<file path="src/rtl/mlu_boot_loader_pkg.sv">
// Shared bootstrap-bus widths and the loader state encoding.
// Kept in a package so the top level and any property files agree on the state names.
package mlu_boot_loader_pkg;

  localparam int MLU_BOOT_ADDR_WIDTH = 12;
  localparam int MLU_BOOT_DATA_WIDTH = 8;

  typedef enum logic [2:0] {
    BOOT_WAIT,
    BOOT_SETUP,
    BOOT_PULSE,
    BOOT_HOLD,
    BOOT_CHECK,
    BOOT_DONE,
    BOOT_FAIL
  } mlu_boot_state_t;

  function automatic int max_int(input int a, input int b);
    return (a > b) ? a : b;
  endfunction

endpackage

</file>
<file path="src/rtl/mlu_boot_loader.sv">
// Streams 2**ADDR_WIDTH table bytes into the slice SRAMs with a timed N_WE strobe, then
// verifies a trailing checksum byte and releases N_BOOTED or raises a sticky BOOT_ERR.
module mlu_boot_loader
  import mlu_boot_loader_pkg::*;
#(
  parameter int ADDR_WIDTH   = MLU_BOOT_ADDR_WIDTH,
  parameter int DATA_WIDTH   = MLU_BOOT_DATA_WIDTH,
  parameter int SETUP_CYCLES = 1,
  parameter int WE_CYCLES    = 1
) (
  input  logic                  CLK,
  input  logic                  N_RST,
  input  logic [DATA_WIDTH-1:0] IN_DATA,
  input  logic                  IN_VALID,
  output logic                  IN_READY,
  output logic [ADDR_WIDTH-1:0] BOOTSTRAP_ADDR,
  output logic [DATA_WIDTH-1:0] BOOTSTRAP_DATA,
  output logic                  BOOTSTRAP_N_WE,
  output logic                  N_BOOTED,
  output logic                  BOOT_ERR
);

  localparam int PH_MAX = max_int(SETUP_CYCLES, WE_CYCLES);
  localparam int PH_W   = (PH_MAX > 1) ? $clog2(PH_MAX) : 1;
  localparam logic [PH_W-1:0]       SETUP_LAST = PH_W'(SETUP_CYCLES - 1);
  localparam logic [PH_W-1:0]       WE_LAST    = PH_W'(WE_CYCLES - 1);
  localparam logic [ADDR_WIDTH-1:0] ADDR_LAST  = '1;

  mlu_boot_state_t       state_q, state_d;
  logic [ADDR_WIDTH-1:0] addr_q, addr_d;
  logic [DATA_WIDTH-1:0] data_q, data_d;
  logic [DATA_WIDTH-1:0] sum_q, sum_d;
  logic [PH_W-1:0]       ph_q, ph_d;
  logic                  n_we_q, n_we_d;
  logic                  n_booted_q, n_booted_d;
  logic                  boot_err_q, boot_err_d;
  logic [DATA_WIDTH-1:0] cks_sum;
  logic                  xfer;

  // Gated by N_RST so the port reads 0 while reset is held even though WAIT decodes as ready.
  assign IN_READY = N_RST & ((state_q == BOOT_WAIT) | (state_q == BOOT_CHECK));
  assign xfer     = IN_VALID & IN_READY;
  assign cks_sum  = sum_q + IN_DATA;

  always_comb begin
    state_d = state_q;
    addr_d  = addr_q;
    data_d  = data_q;
    sum_d   = sum_q;
    ph_d    = ph_q;
    case (state_q)
      BOOT_WAIT: begin
        if (xfer) begin
          data_d  = IN_DATA;
          sum_d   = cks_sum;
          ph_d    = '0;
          state_d = BOOT_SETUP;
        end
      end
      BOOT_SETUP: begin
        if (ph_q == SETUP_LAST) begin
          ph_d    = '0;
          state_d = BOOT_PULSE;
        end else begin
          ph_d = ph_q + PH_W'(1);
        end
      end
      BOOT_PULSE: begin
        if (ph_q == WE_LAST) begin
          ph_d    = '0;
          state_d = BOOT_HOLD;
        end else begin
          ph_d = ph_q + PH_W'(1);
        end
      end
      BOOT_HOLD: begin
        addr_d  = addr_q + ADDR_WIDTH'(1);
        state_d = (addr_q == ADDR_LAST) ? BOOT_CHECK : BOOT_WAIT;
      end
      BOOT_CHECK: begin
        if (xfer) begin
          state_d = (cks_sum == '0) ? BOOT_DONE : BOOT_FAIL;
        end
      end
      default: ;
    endcase
    // Outputs follow the next state so they change on the same edge as the state register.
    n_we_d     = (state_d != BOOT_PULSE);
    n_booted_d = (state_d != BOOT_DONE);
    boot_err_d = (state_d == BOOT_FAIL);
  end

  always_ff @(posedge CLK or negedge N_RST) begin
    if (!N_RST) begin
      state_q    <= BOOT_WAIT;
      addr_q     <= '0;
      data_q     <= '0;
      sum_q      <= '0;
      ph_q       <= '0;
      n_we_q     <= 1'b1;
      n_booted_q <= 1'b1;
      boot_err_q <= 1'b0;
    end else begin
      state_q    <= state_d;
      addr_q     <= addr_d;
      data_q     <= data_d;
      sum_q      <= sum_d;
      ph_q       <= ph_d;
      n_we_q     <= n_we_d;
      n_booted_q <= n_booted_d;
      boot_err_q <= boot_err_d;
    end
  end

  assign BOOTSTRAP_ADDR = addr_q;
  assign BOOTSTRAP_DATA = data_q;
  assign BOOTSTRAP_N_WE = n_we_q;
  assign N_BOOTED       = n_booted_q;
  assign BOOT_ERR       = boot_err_q;

endmodule

</file>
<file path="config.mk">
export PLATFORM = sky130hd
export DESIGN_NAME = mlu_boot_loader
export DESIGN_NICKNAME = d
export VERILOG_FILES = /design/src/rtl/mlu_boot_loader_pkg.sv /design/src/rtl/mlu_boot_loader.sv
export SDC_FILE = /design/constraint.sdc
export NUM_CORES = 1
export LEC_CHECK = 0
export CORE_ASPECT_RATIO = 1.75
export CORE_MARGIN = 1
export CORE_UTILIZATION = 35
export DETAILED_ROUTE_END_ITERATION = 8
export PLACE_DENSITY = 0.61
export SLEW_MARGIN = 20
export SYNTH_ARGS = -nofsm -noshare
export SYNTH_HDL_FRONTEND = slang
export SYNTH_SLANG_ARGS = --single-unit
</file>
<file path="constraint.sdc">
create_clock -name CLK -period 2.4 [get_ports CLK]
set_input_delay 0.36 -clock CLK [delete_from_list [all_inputs] [get_ports CLK]]
set_output_delay 0.36 -clock CLK [all_outputs]
set_load 0.03 [all_outputs]
</file>
==> results of run 1 <==
[power by group]
part	switching, uW	leakage, uW	internal, uW
sequential	178	0.000422	786
clock	201	0.0000573	332
combinational	848	0.000596	823
total	1230	0.00108	1940
[layout make-up]
type,count,share of cell area [%]
Inverter,7,1.08
Clock buffer,6,3.40
Sequential cell,34,35.2
Clock inverter,1,1.24
Multi-Input combinational cell,110,36.7
Tap cell,52,2.68
Timing Repair Buffer,53,19.7
[worst paths after layout]
kind / cells past startpoint / end
hold reg to reg: 1 / sum_q[7]
setup / recovery: 10 / BOOT_ERR
max in group asynchronous: 2 / BOOTSTRAP_N_WE
hold / removal: 2 / BOOTSTRAP_DATA[0]
setup reg to reg: 10 / BOOT_ERR
min in group asynchronous: 2 / BOOT_ERR
[what timing repair did]
item | CTS | global route
setup endpoints to repair | 4 | 4
resized for setup | 7 | 7
gates cloned | 0 | 0
pin swaps | 6 | 7
buffers inserted | 2 | 0
[metrics by stage]
step | setup TNS, ns | utilization [%] | cells
floorplan | 0 | - | 155
finish | 0 | 51.1 | 263
CTS | 0 | 50.3 | 263
global placement | -2.19 | 47.3 | 254
detailed placement | -2.44 | 47.3 | 254
global route | -0.137 | 51.1 | 263
[cells by family (layout without fill, tap and decap cells)]
kind of cell / after synthesis / after routing / share of synthesized area (%)
AO/OA/AOI/OAI: 17 / 17 / 6.25
adder cells (fa/ha/maj): 9 / 9 / 6.90
flip-flops: 34 / 34 / 49.0
buffers and inverters: 11 / 67 / 2.88
AND/OR/NAND/NOR: 49 / 49 / 15.2
multiplexers: 16 / 16 / 10.2
XOR/XNOR: 19 / 19 / 9.56
[cell usage in the layout (no fill, tap or decap), types with 2 or more instances in the layout]
| master | netlist | layout |
|---|---|---|
| sky130_fd_sc_hd__dfrtp_1 | 32 | 32 |
| sky130_fd_sc_hd__clkdlybuf4s50_1 | 0 | 31 |
| sky130_fd_sc_hd__buf_4 | 0 | 20 |
| sky130_fd_sc_hd__mux2_2 | 14 | 14 |
| sky130_fd_sc_hd__nor2_1 | 12 | 12 |
| sky130_fd_sc_hd__xnor2_1 | 13 | 12 |
| sky130_fd_sc_hd__nand3_1 | 9 | 9 |
| sky130_fd_sc_hd__nand2_1 | 8 | 8 |
| sky130_fd_sc_hd__ha_1 | 8 | 7 |
| sky130_fd_sc_hd__xor2_1 | 6 | 6 |
| sky130_fd_sc_hd__clkbuf_8 | 0 | 6 |
| sky130_fd_sc_hd__inv_1 | 7 | 5 |
| sky130_fd_sc_hd__a21oi_1 | 6 | 5 |
| sky130_fd_sc_hd__nand2b_1 | 5 | 4 |
| sky130_fd_sc_hd__nand4_1 | 3 | 3 |
| sky130_fd_sc_hd__o21ai_0 | 3 | 3 |
| sky130_fd_sc_hd__nor2b_1 | 3 | 3 |
| sky130_fd_sc_hd__dfstp_2 | 2 | 2 |
| sky130_fd_sc_hd__inv_2 | 0 | 2 |
| sky130_fd_sc_hd__and3_1 | 2 | 2 |
| sky130_fd_sc_hd__or3_1 | 2 | 2 |
| sky130_fd_sc_hd__mux2i_1 | 2 | 2 |
| sky130_fd_sc_hd__dlygate4sd2_1 | 0 | 2 |
[flip-flops by register name (all words and copies together) (netlist names)]
register        count
BOOTSTRAP_ADDR     12
N_BOOTED            1
BOOTSTRAP_DATA      8
sum_q               8
BOOT_ERR            1
state_q             3
BOOTSTRAP_N_WE      1
[critical path, cell delays in order, from the launching register on]
cell and delay [ns]:
sky130_fd_sc_hd__dfrtp_1 0.35, sky130_fd_sc_hd__ha_2 0.19, sky130_fd_sc_hd__inv_2 0.04, sky130_fd_sc_hd__fa_2 0.34, sky130_fd_sc_hd__nand2b_4 0.16, sky130_fd_sc_hd__a21oi_4 0.15
sky130_fd_sc_hd__xnor2_2 0.09, sky130_fd_sc_hd__or4_4 0.43, sky130_fd_sc_hd__nor4_4 0.21, sky130_fd_sc_hd__buf_4 0.17, sky130_fd_sc_hd__o22ai_2 0.07
[layer usage]
layer  routed length (um)  global-route usage, %
met4                   97                   8.13
met3                  148                   4.48
met2                 2050                   29.0
met1                 1550                   17.1
met5                    0                      0
==> impl_metrics.prom, run 1 <==
# TYPE chip_impl_metric gauge
chip_impl_info{name="status",value="finished clean"} 1
chip_impl_metric{name="hold_viol_final",unit=""} 0
chip_impl_metric{name="cp_arrival",unit="ns"} 2.48
chip_impl_metric{name="totalWireLength",unit="mm"} 3.84
chip_impl_metric{name="maxClockFrequency",unit="GHz"} 0.434
chip_impl_metric{name="synth_enable_flop_cells",unit=""} 0
chip_impl_metric{name="ys_types",unit=""} 35
chip_impl_metric{name="place.port_buffers",unit=""} 34
chip_impl_metric{name="regArea",unit="sq um"} 853
chip_impl_metric{name="syn-cell-area",unit="sq um"} 1740
chip_impl_metric{name="synthToLayoutAreaGrowth",unit="%"} 39.4
chip_impl_info{name="reg2reg_from",value="sum_q[0]"} 1
chip_impl_metric{name="clock_latency",unit="ns"} 0.28
chip_impl_metric{name="timing.reg2reg.setup_slack",unit="ns"} 0.1
chip_impl_metric{name="number_of_detailed_routing_iterations_run_before_antenna_repair",unit=""} 4
chip_impl_metric{name="highest_fanout_seen_on_the_critical_path",unit=""} 4
chip_impl_info{name="critical_path_class",value="register to register"} 1
chip_impl_metric{name="p_leak",unit="uW"} 0.00108
chip_impl_metric{name="cts.path.max_buffers",unit=""} 2
chip_impl_metric{name="time_the_final_worst_path_needs_with_i_o_delays_and_setup",unit="ns"} 2.30
chip_impl_metric{name="post-route-drc-count",unit=""} 0
chip_impl_metric{name="number_of_h_tree_branching_levels",unit=""} 2
chip_impl_metric{name="final.period_utilization",unit="%"} 96.0
chip_impl_info{name="yosys.cell_count.top_type",value="sky130_fd_sc_hd__dfrtp_1"} 1
chip_impl_metric{name="clock_sinks",unit=""} 34
chip_impl_info{name="hp-start",value="IN_DATA[0]"} 1
chip_impl_metric{name="dp_hpwl",unit="mm"} 2.81
chip_impl_metric{name="maximum_clock_skew_at_final_layout",unit="ns"} 0.00660
chip_impl_info{name="synth_top_flop_cell",value="sky130_fd_sc_hd__dfrtp_1"} 1
chip_impl_metric{name="vias_per_instance",unit=""} 5.19
chip_impl_metric{name="finalSetupViolations",unit=""} 0
chip_impl_metric{name="post_synth_inst_count",unit=""} 155
chip_impl_info{name="grt_setup_unrepaired",value="true"} 1
chip_impl_metric{name="coreArea",unit="sq um"} 4750
chip_impl_metric{name="start_util",unit="%"} 36.7
chip_impl_info{name="tritoncts",value="done"} 1
chip_impl_metric{name="power.density_cell_area",unit="nW/um^2"} 1310
chip_impl_metric{name="ir_worst_vdd",unit="mV"} 0.751
chip_impl_info{name="yosysTopAreaCell",value="sky130_fd_sc_hd__dfrtp_1"} 1
chip_impl_metric{name="multi_input_area",unit="sq um"} 891
chip_impl_metric{name="antenna_cells",unit=""} 0
chip_impl_metric{name="holdWs",unit="ns"} 0.484
chip_impl_metric{name="cts_inserted_buffers",unit=""} 5
chip_impl_metric{name="syn_avg_cell_area",unit="sq um"} 11.2
chip_impl_metric{name="synth_async_sr_flop_share",unit="%"} 100
chip_impl_metric{name="grt_pass1_vias",unit=""} 1417
chip_impl_info{name="timing.critical_path.from",value="sum_q[0]"} 1
chip_impl_metric{name="grt_first_pass_wirelength",unit="mm"} 6.45
chip_impl_metric{name="mappedNetlistNets",unit=""} 175
chip_impl_metric{name="floorplan.rows",unit=""} 33
chip_impl_metric{name="post_dr_wirelength_cell",unit="um"} 14.6
chip_impl_metric{name="cts-hold-fix-buffers",unit=""} 0
chip_impl_metric{name="track_usage",unit="%"} 16.1
chip_impl_metric{name="floorplan.die_area",unit="sq um"} 5270
chip_impl_metric{name="ys_warn_count",unit=""} 0
chip_impl_info{name="critPathCaptureType",value="register"} 1
chip_impl_metric{name="die_height",unit="um"} 95.3
chip_impl_metric{name="synth_top_area_share",unit="%"} 46.0
chip_impl_metric{name="grt_antenna_before_repair",unit=""} 0
chip_impl_metric{name="drv.max_cap_violation_count",unit=""} 0
chip_impl_metric{name="gp_routability_congestion",unit=""} 0.813
chip_impl_metric{name="global_route.overflow_total",unit=""} 0
chip_impl_metric{name="dp_worst_setup_slack",unit="ns"} -0.527
chip_impl_info{name="cts-root-buf",value="sky130_fd_sc_hd__clkbuf_8"} 1
chip_impl_metric{name="worst_slew_pin_slew",unit="ns"} 0.441
chip_impl_metric{name="power.total",unit="uW"} 3170
chip_impl_metric{name="synth_seq_area_share",unit="%"} 49.0
chip_impl_metric{name="final_cell_area_excluding_filler_cells",unit="sq um"} 2430
chip_impl_info{name="netlist_top_cells_count",value="32 x sky130_fd_sc_hd__dfrtp_1, 14 x sky130_fd_sc_hd__mux2_2, 13 x sky130_fd_sc_hd__xnor2_1, 12 x sky130_fd_sc_hd__nor2_1, 9 x sky130_fd_sc_hd__nand3_1"} 1
chip_impl_metric{name="finalMaxSlewViolations",unit=""} 0
chip_impl_metric{name="num-fill-cells",unit=""} 424
chip_impl_metric{name="slew_headroom",unit="%"} 70.6
chip_impl_info{name="synth.area.top_cells",value="sky130_fd_sc_hd__dfrtp_1 46%, sky130_fd_sc_hd__mux2_2 9.1%, sky130_fd_sc_hd__xnor2_1 6.5%"} 1
chip_impl_metric{name="drive_gt1_share",unit="%"} 26.5
chip_impl_metric{name="antenna_left",unit=""} 0
chip_impl_metric{name="path_clk_slew",unit="ns"} 0.07
chip_impl_metric{name="required_time_of_the_critical_path",unit="ns"} 2.57
chip_impl_metric{name="ys_seq_elements",unit=""} 34
chip_impl_metric{name="layout.nets",unit=""} 231
chip_impl_metric{name="count_of_boundary_i_o_pins",unit=""} 35
chip_impl_metric{name="place_area",unit="sq um"} 2250
chip_impl_info{name="kind_of_path_behind_the_tightest_hold_check",value="input port to register"} 1
chip_impl_info{name="start_kind",value="register"} 1
chip_impl_metric{name="initialDrtViolationCount",unit=""} 20
chip_impl_metric{name="die_width",unit="um"} 55.3
chip_impl_metric{name="worst_slack",unit="ns"} 0.0958
chip_impl_metric{name="routed-via-count",unit=""} 1364
chip_impl_metric{name="grt_start_max_net_pins",unit=""} 36
Power figures use the tool's default switching activity.
==> run 2: changes to the inputs <==
--- a/config.mk
+++ b/config.mk
@@ -5,6 +5,7 @@
 export SDC_FILE = /design/constraint.sdc
 export NUM_CORES = 1
 export LEC_CHECK = 0
+export ABC_AREA = 1
 export CORE_ASPECT_RATIO = 1.75
 export CORE_MARGIN = 1
 export CORE_UTILIZATION = 35
==> run 2 against run 1 <==
Compared with the run above: the flow now finishes with violations (design-rule violations); utilization shrank 3.1 points; clock power shrank 18%; worst setup slack gained 0.18 ns; largest power group unchanged; highest routed layer unchanged.
==> impl_metrics.prom, run 2 <==
# TYPE chip_impl_metric gauge
chip_impl_info{name="status",value="finished with violations"} 1
chip_impl_info{name="failed_checks",value="design-rule violations"} 1
chip_impl_metric{name="finalSetupViolations",unit=""} 0
chip_impl_metric{name="cts.path.max_buffers",unit=""} 2
chip_impl_metric{name="grt_antenna_before_repair",unit=""} 0
chip_impl_info{name="whs_endpoint",value="BOOTSTRAP_DATA[0]"} 1
chip_impl_metric{name="synth_top_area_share",unit="%"} 43.2
chip_impl_metric{name="post_dr_wirelength_cell",unit="um"} 12.4
chip_impl_metric{name="clock_latency",unit="ns"} 0.29
chip_impl_metric{name="gp_routability_congestion",unit=""} 0.845
chip_impl_metric{name="grt_start_max_net_pins",unit=""} 20
chip_impl_metric{name="synth_enable_flop_cells",unit=""} 0
chip_impl_metric{name="post_synth_inst_count",unit=""} 232
chip_impl_metric{name="hold_depth",unit=""} 3
chip_impl_metric{name="cts_inserted_buffers",unit=""} 5
chip_impl_info{name="final_common_cell",value="sky130_fd_sc_hd__nand2_1"} 1
chip_impl_metric{name="start_util",unit="%"} 36.9
chip_impl_metric{name="syn_avg_cell_area",unit="sq um"} 7.98
chip_impl_metric{name="number_of_flip_flops_in_the_largest_register",unit=""} 12
chip_impl_info{name="start_kind",value="input port"} 1
chip_impl_metric{name="number_of_detailed_routing_iterations_run_before_antenna_repair",unit=""} 6
chip_impl_metric{name="drive_gt1_share",unit="%"} 11.8
chip_impl_info{name="netlist_top_cells_count",value="81 x sky130_fd_sc_hd__nand2_1, 32 x sky130_fd_sc_hd__dfrtp_1, 30 x sky130_fd_sc_hd__inv_1, 21 x sky130_fd_sc_hd__nor2_1, 19 x sky130_fd_sc_hd__nand3_1"} 1
chip_impl_metric{name="layout.nets",unit=""} 299
chip_impl_info{name="synth.area.top_cells",value="sky130_fd_sc_hd__dfrtp_1 43%, sky130_fd_sc_hd__nand2_1 16%, sky130_fd_sc_hd__inv_1 6.1%"} 1
chip_impl_metric{name="finalMaxSlewViolations",unit=""} 0
chip_impl_metric{name="postLayoutCoreUtil",unit="%"} 48.0
chip_impl_metric{name="synth_async_sr_flop_share",unit="%"} 100
chip_impl_metric{name="r2r.worst_path.cells",unit=""} 14
chip_impl_metric{name="timing.reg2reg.setup_slack",unit="ns"} 0.38
chip_impl_info{name="reg2reg_from",value="sum_q[0]"} 1
chip_impl_metric{name="drv.max_cap_violation_count",unit=""} 0
chip_impl_metric{name="synth_seq_area_share",unit="%"} 46.1
chip_impl_metric{name="maximum_clock_skew_at_final_layout",unit="ns"} 0.00659
chip_impl_metric{name="routed-via-count",unit=""} 1578
chip_impl_metric{name="num-fill-cells",unit=""} 508
chip_impl_metric{name="number_of_h_tree_branching_levels",unit=""} 2
chip_impl_metric{name="maxClockFrequency",unit="GHz"} 0.471
chip_impl_metric{name="p_leak",unit="uW"} 0.00126
chip_impl_metric{name="final_sum_of_negative_setup_slack",unit="ns"} 0
chip_impl_metric{name="grt_first_pass_wirelength",unit="mm"} 7.13
chip_impl_metric{name="highest_fanout_seen_on_the_critical_path",unit=""} 2
chip_impl_metric{name="required_time_of_the_critical_path",unit="ns"} 2.57
chip_impl_metric{name="dpl.cell_count",unit=""} 325
chip_impl_metric{name="dp_hpwl",unit="mm"} 3.17
chip_impl_info{name="worstReg2RegEnd",value="BOOT_ERR"} 1
chip_impl_metric{name="floorplan.rows",unit=""} 34
chip_impl_metric{name="ys_types",unit=""} 25
chip_impl_metric{name="grt_pass1_vias",unit=""} 1600
chip_impl_metric{name="totalWireLength",unit="mm"} 4.14
chip_impl_info{name="grt_setup_unrepaired",value="false"} 1
chip_impl_info{name="yosysTopAreaCell",value="sky130_fd_sc_hd__dfrtp_1"} 1
chip_impl_metric{name="ir_worst_vdd",unit="mV"} 0.860
chip_impl_metric{name="clock_sinks",unit=""} 34
chip_impl_metric{name="floorplan.die_area",unit="sq um"} 5600
chip_impl_metric{name="coreArea",unit="sq um"} 5020
chip_impl_metric{name="worst_slew_pin_slew",unit="ns"} 0.316
chip_impl_metric{name="count_of_boundary_i_o_pins",unit=""} 35
chip_impl_info{name="cts-root-buf",value="sky130_fd_sc_hd__clkbuf_8"} 1
chip_impl_metric{name="die_width",unit="um"} 57.0
chip_impl_info{name="yosys.cell_count.top_type",value="sky130_fd_sc_hd__nand2_1"} 1
chip_impl_metric{name="slew_headroom",unit="%"} 78.9
chip_impl_metric{name="track_usage",unit="%"} 16.8
chip_impl_metric{name="ys_warn_count",unit=""} 0
chip_impl_info{name="tritoncts",value="done"} 1
chip_impl_info{name="hp-start",value="IN_DATA[0]"} 1
chip_impl_metric{name="cp_arrival",unit="ns"} 2.29
chip_impl_metric{name="global_route.overflow_total",unit=""} 0
chip_impl_metric{name="place.port_buffers",unit=""} 34
chip_impl_metric{name="mappedNetlistNets",unit=""} 252
chip_impl_metric{name="time_the_final_worst_path_needs_with_i_o_delays_and_setup",unit="ns"} 2.12
chip_impl_info{name="kind_of_path_behind_the_tightest_hold_check",value="input port to register"} 1
chip_impl_metric{name="vias_per_instance",unit=""} 4.72
chip_impl_metric{name="antenna_left",unit=""} 0
chip_impl_metric{name="initialDrtViolationCount",unit=""} 35
chip_impl_metric{name="die_height",unit="um"} 98.2
chip_impl_info{name="critPathCaptureType",value="register"} 1
chip_impl_metric{name="ys_seq_elements",unit=""} 34
chip_impl_metric{name="synthToLayoutAreaGrowth",unit="%"} 30.1
chip_impl_info{name="critical_path_class",value="input port to register"} 1
chip_impl_info{name="layout_common_cells",value="80 x sky130_fd_sc_hd__nand2_1, 32 x sky130_fd_sc_hd__dfrtp_1, 32 x sky130_fd_sc_hd__clkdlybuf4s50_1"} 1
chip_impl_metric{name="fin_cells",unit=""} 334
chip_impl_metric{name="antenna_cells",unit=""} 0
chip_impl_metric{name="final.period_utilization",unit="%"} 88.4
chip_impl_metric{name="post-route-drc-count",unit=""} 10
chip_impl_metric{name="power.density_cell_area",unit="nW/um^2"} 1170
chip_impl_metric{name="syn-cell-area",unit="sq um"} 1850
chip_impl_metric{name="path_clk_slew",unit="ns"} 0.07
chip_impl_metric{name="hold_viol_final",unit=""} 0
chip_impl_metric{name="power.total",unit="uW"} 2810
chip_impl_info{name="synth_top_flop_cell",value="sky130_fd_sc_hd__dfrtp_1"} 1
-- run 2: critical path, cell delays in order --
cell and delay, ns:
sky130_fd_sc_hd__clkdlybuf4s50_1 0.47, sky130_fd_sc_hd__inv_1 0.09, sky130_fd_sc_hd__fa_1 0.54, sky130_fd_sc_hd__inv_1 0.05, sky130_fd_sc_hd__nor2_1 0.08, sky130_fd_sc_hd__nand3_1 0.08, sky130_fd_sc_hd__nor2_1 0.10, sky130_fd_sc_hd__nand3_1 0.10
sky130_fd_sc_hd__nor2_1 0.10, sky130_fd_sc_hd__nand3_1 0.07, sky130_fd_sc_hd__nand2_1 0.07, sky130_fd_sc_hd__nand2_1 0.07, sky130_fd_sc_hd__nand2_1 0.06, sky130_fd_sc_hd__nor2_1 0.04
-- run 2: how the worst max path moves through the flow --
| stage | to | slack, ns | depth (start not counted) | start |
|---|---|---|---|---|
| floorplan | BOOT_ERR | 0.53 | 14 | IN_DATA[0] |
| global placement | BOOT_ERR | -0.09 | 15 | IN_DATA[0] |
| global route | BOOT_ERR | 0.09 | 14 | IN_DATA[1] |
| CTS | BOOT_ERR | 0.17 | 15 | IN_DATA[0] |
| detailed placement | BOOT_ERR | -0.12 | 15 | IN_DATA[0] |
| finish | BOOT_ERR | 0.28 | 14 | IN_DATA[1] |
-- run 2: kinds of logic after synthesis --
family	after synthesis	share of synthesized area (%)
AO/OA/AOI/OAI	10	2.84
XOR/XNOR	12	5.68
adder cells (fa/ha/maj)	9	6.49
buffers and inverters	35	7.30
flip-flops	34	46.1
AND/OR/NAND/NOR	132	31.6
-- run 2: cell type report --
type | count | area, sq um | area share, %
repair buffers | 42 | 400 | 16.6
flip-flops and latches | 34 | 853 | 35.4
well taps | 54 | 67.6 | 2.80
clock inverters | 1 | 5.00 | 0.208
clock buffers | 7 | 86.3 | 3.58
inverters | 33 | 125 | 5.19
multi-input cells | 163 | 872 | 36.2
-- run 2: repair_timing --
action	CTS	global route
buffers inserted	0	1
endpoints found under the setup margin	0	2
resized for setup	0	4
hold buffers	0	0
-- run 2: power breakdown --
| group | switching (uW) | internal, uW | total [uW] | leakage, uW |
|---|---|---|---|---|
| sequential | 142 | 778 | 920 | 0.000430 |
| combinational | 878 | 575 | 1450 | 0.000782 |
| clock | 208 | 231 | 439 | 0.0000482 |
| total | 1230 | 1580 | 2810 | 0.00126 |
-- run 2: layer usage --
layer	track usage (%)	share of wire [%]	up-vias
li1	-	-	799
met4	9.76	4.3	0
met5	0	0	-
met1	16.9	38	731
met2	30.4	53	36
met3	3.97	4.6	12
-- run 2: stage by stage --
step / setup slack (ns) / hold slack, ns / cell area, sq um
CTS: 0.172 / 0.477 / 2390
detailed placement: -0.122 / 0.458 / 2300
global route: 0.0950 / 0.398 / 2410
global placement: -0.0928 / 0.454 / 2300
floorplan: 0.533 / 0.0644 / 1850
finish: 0.277 / 0.376 / 2410
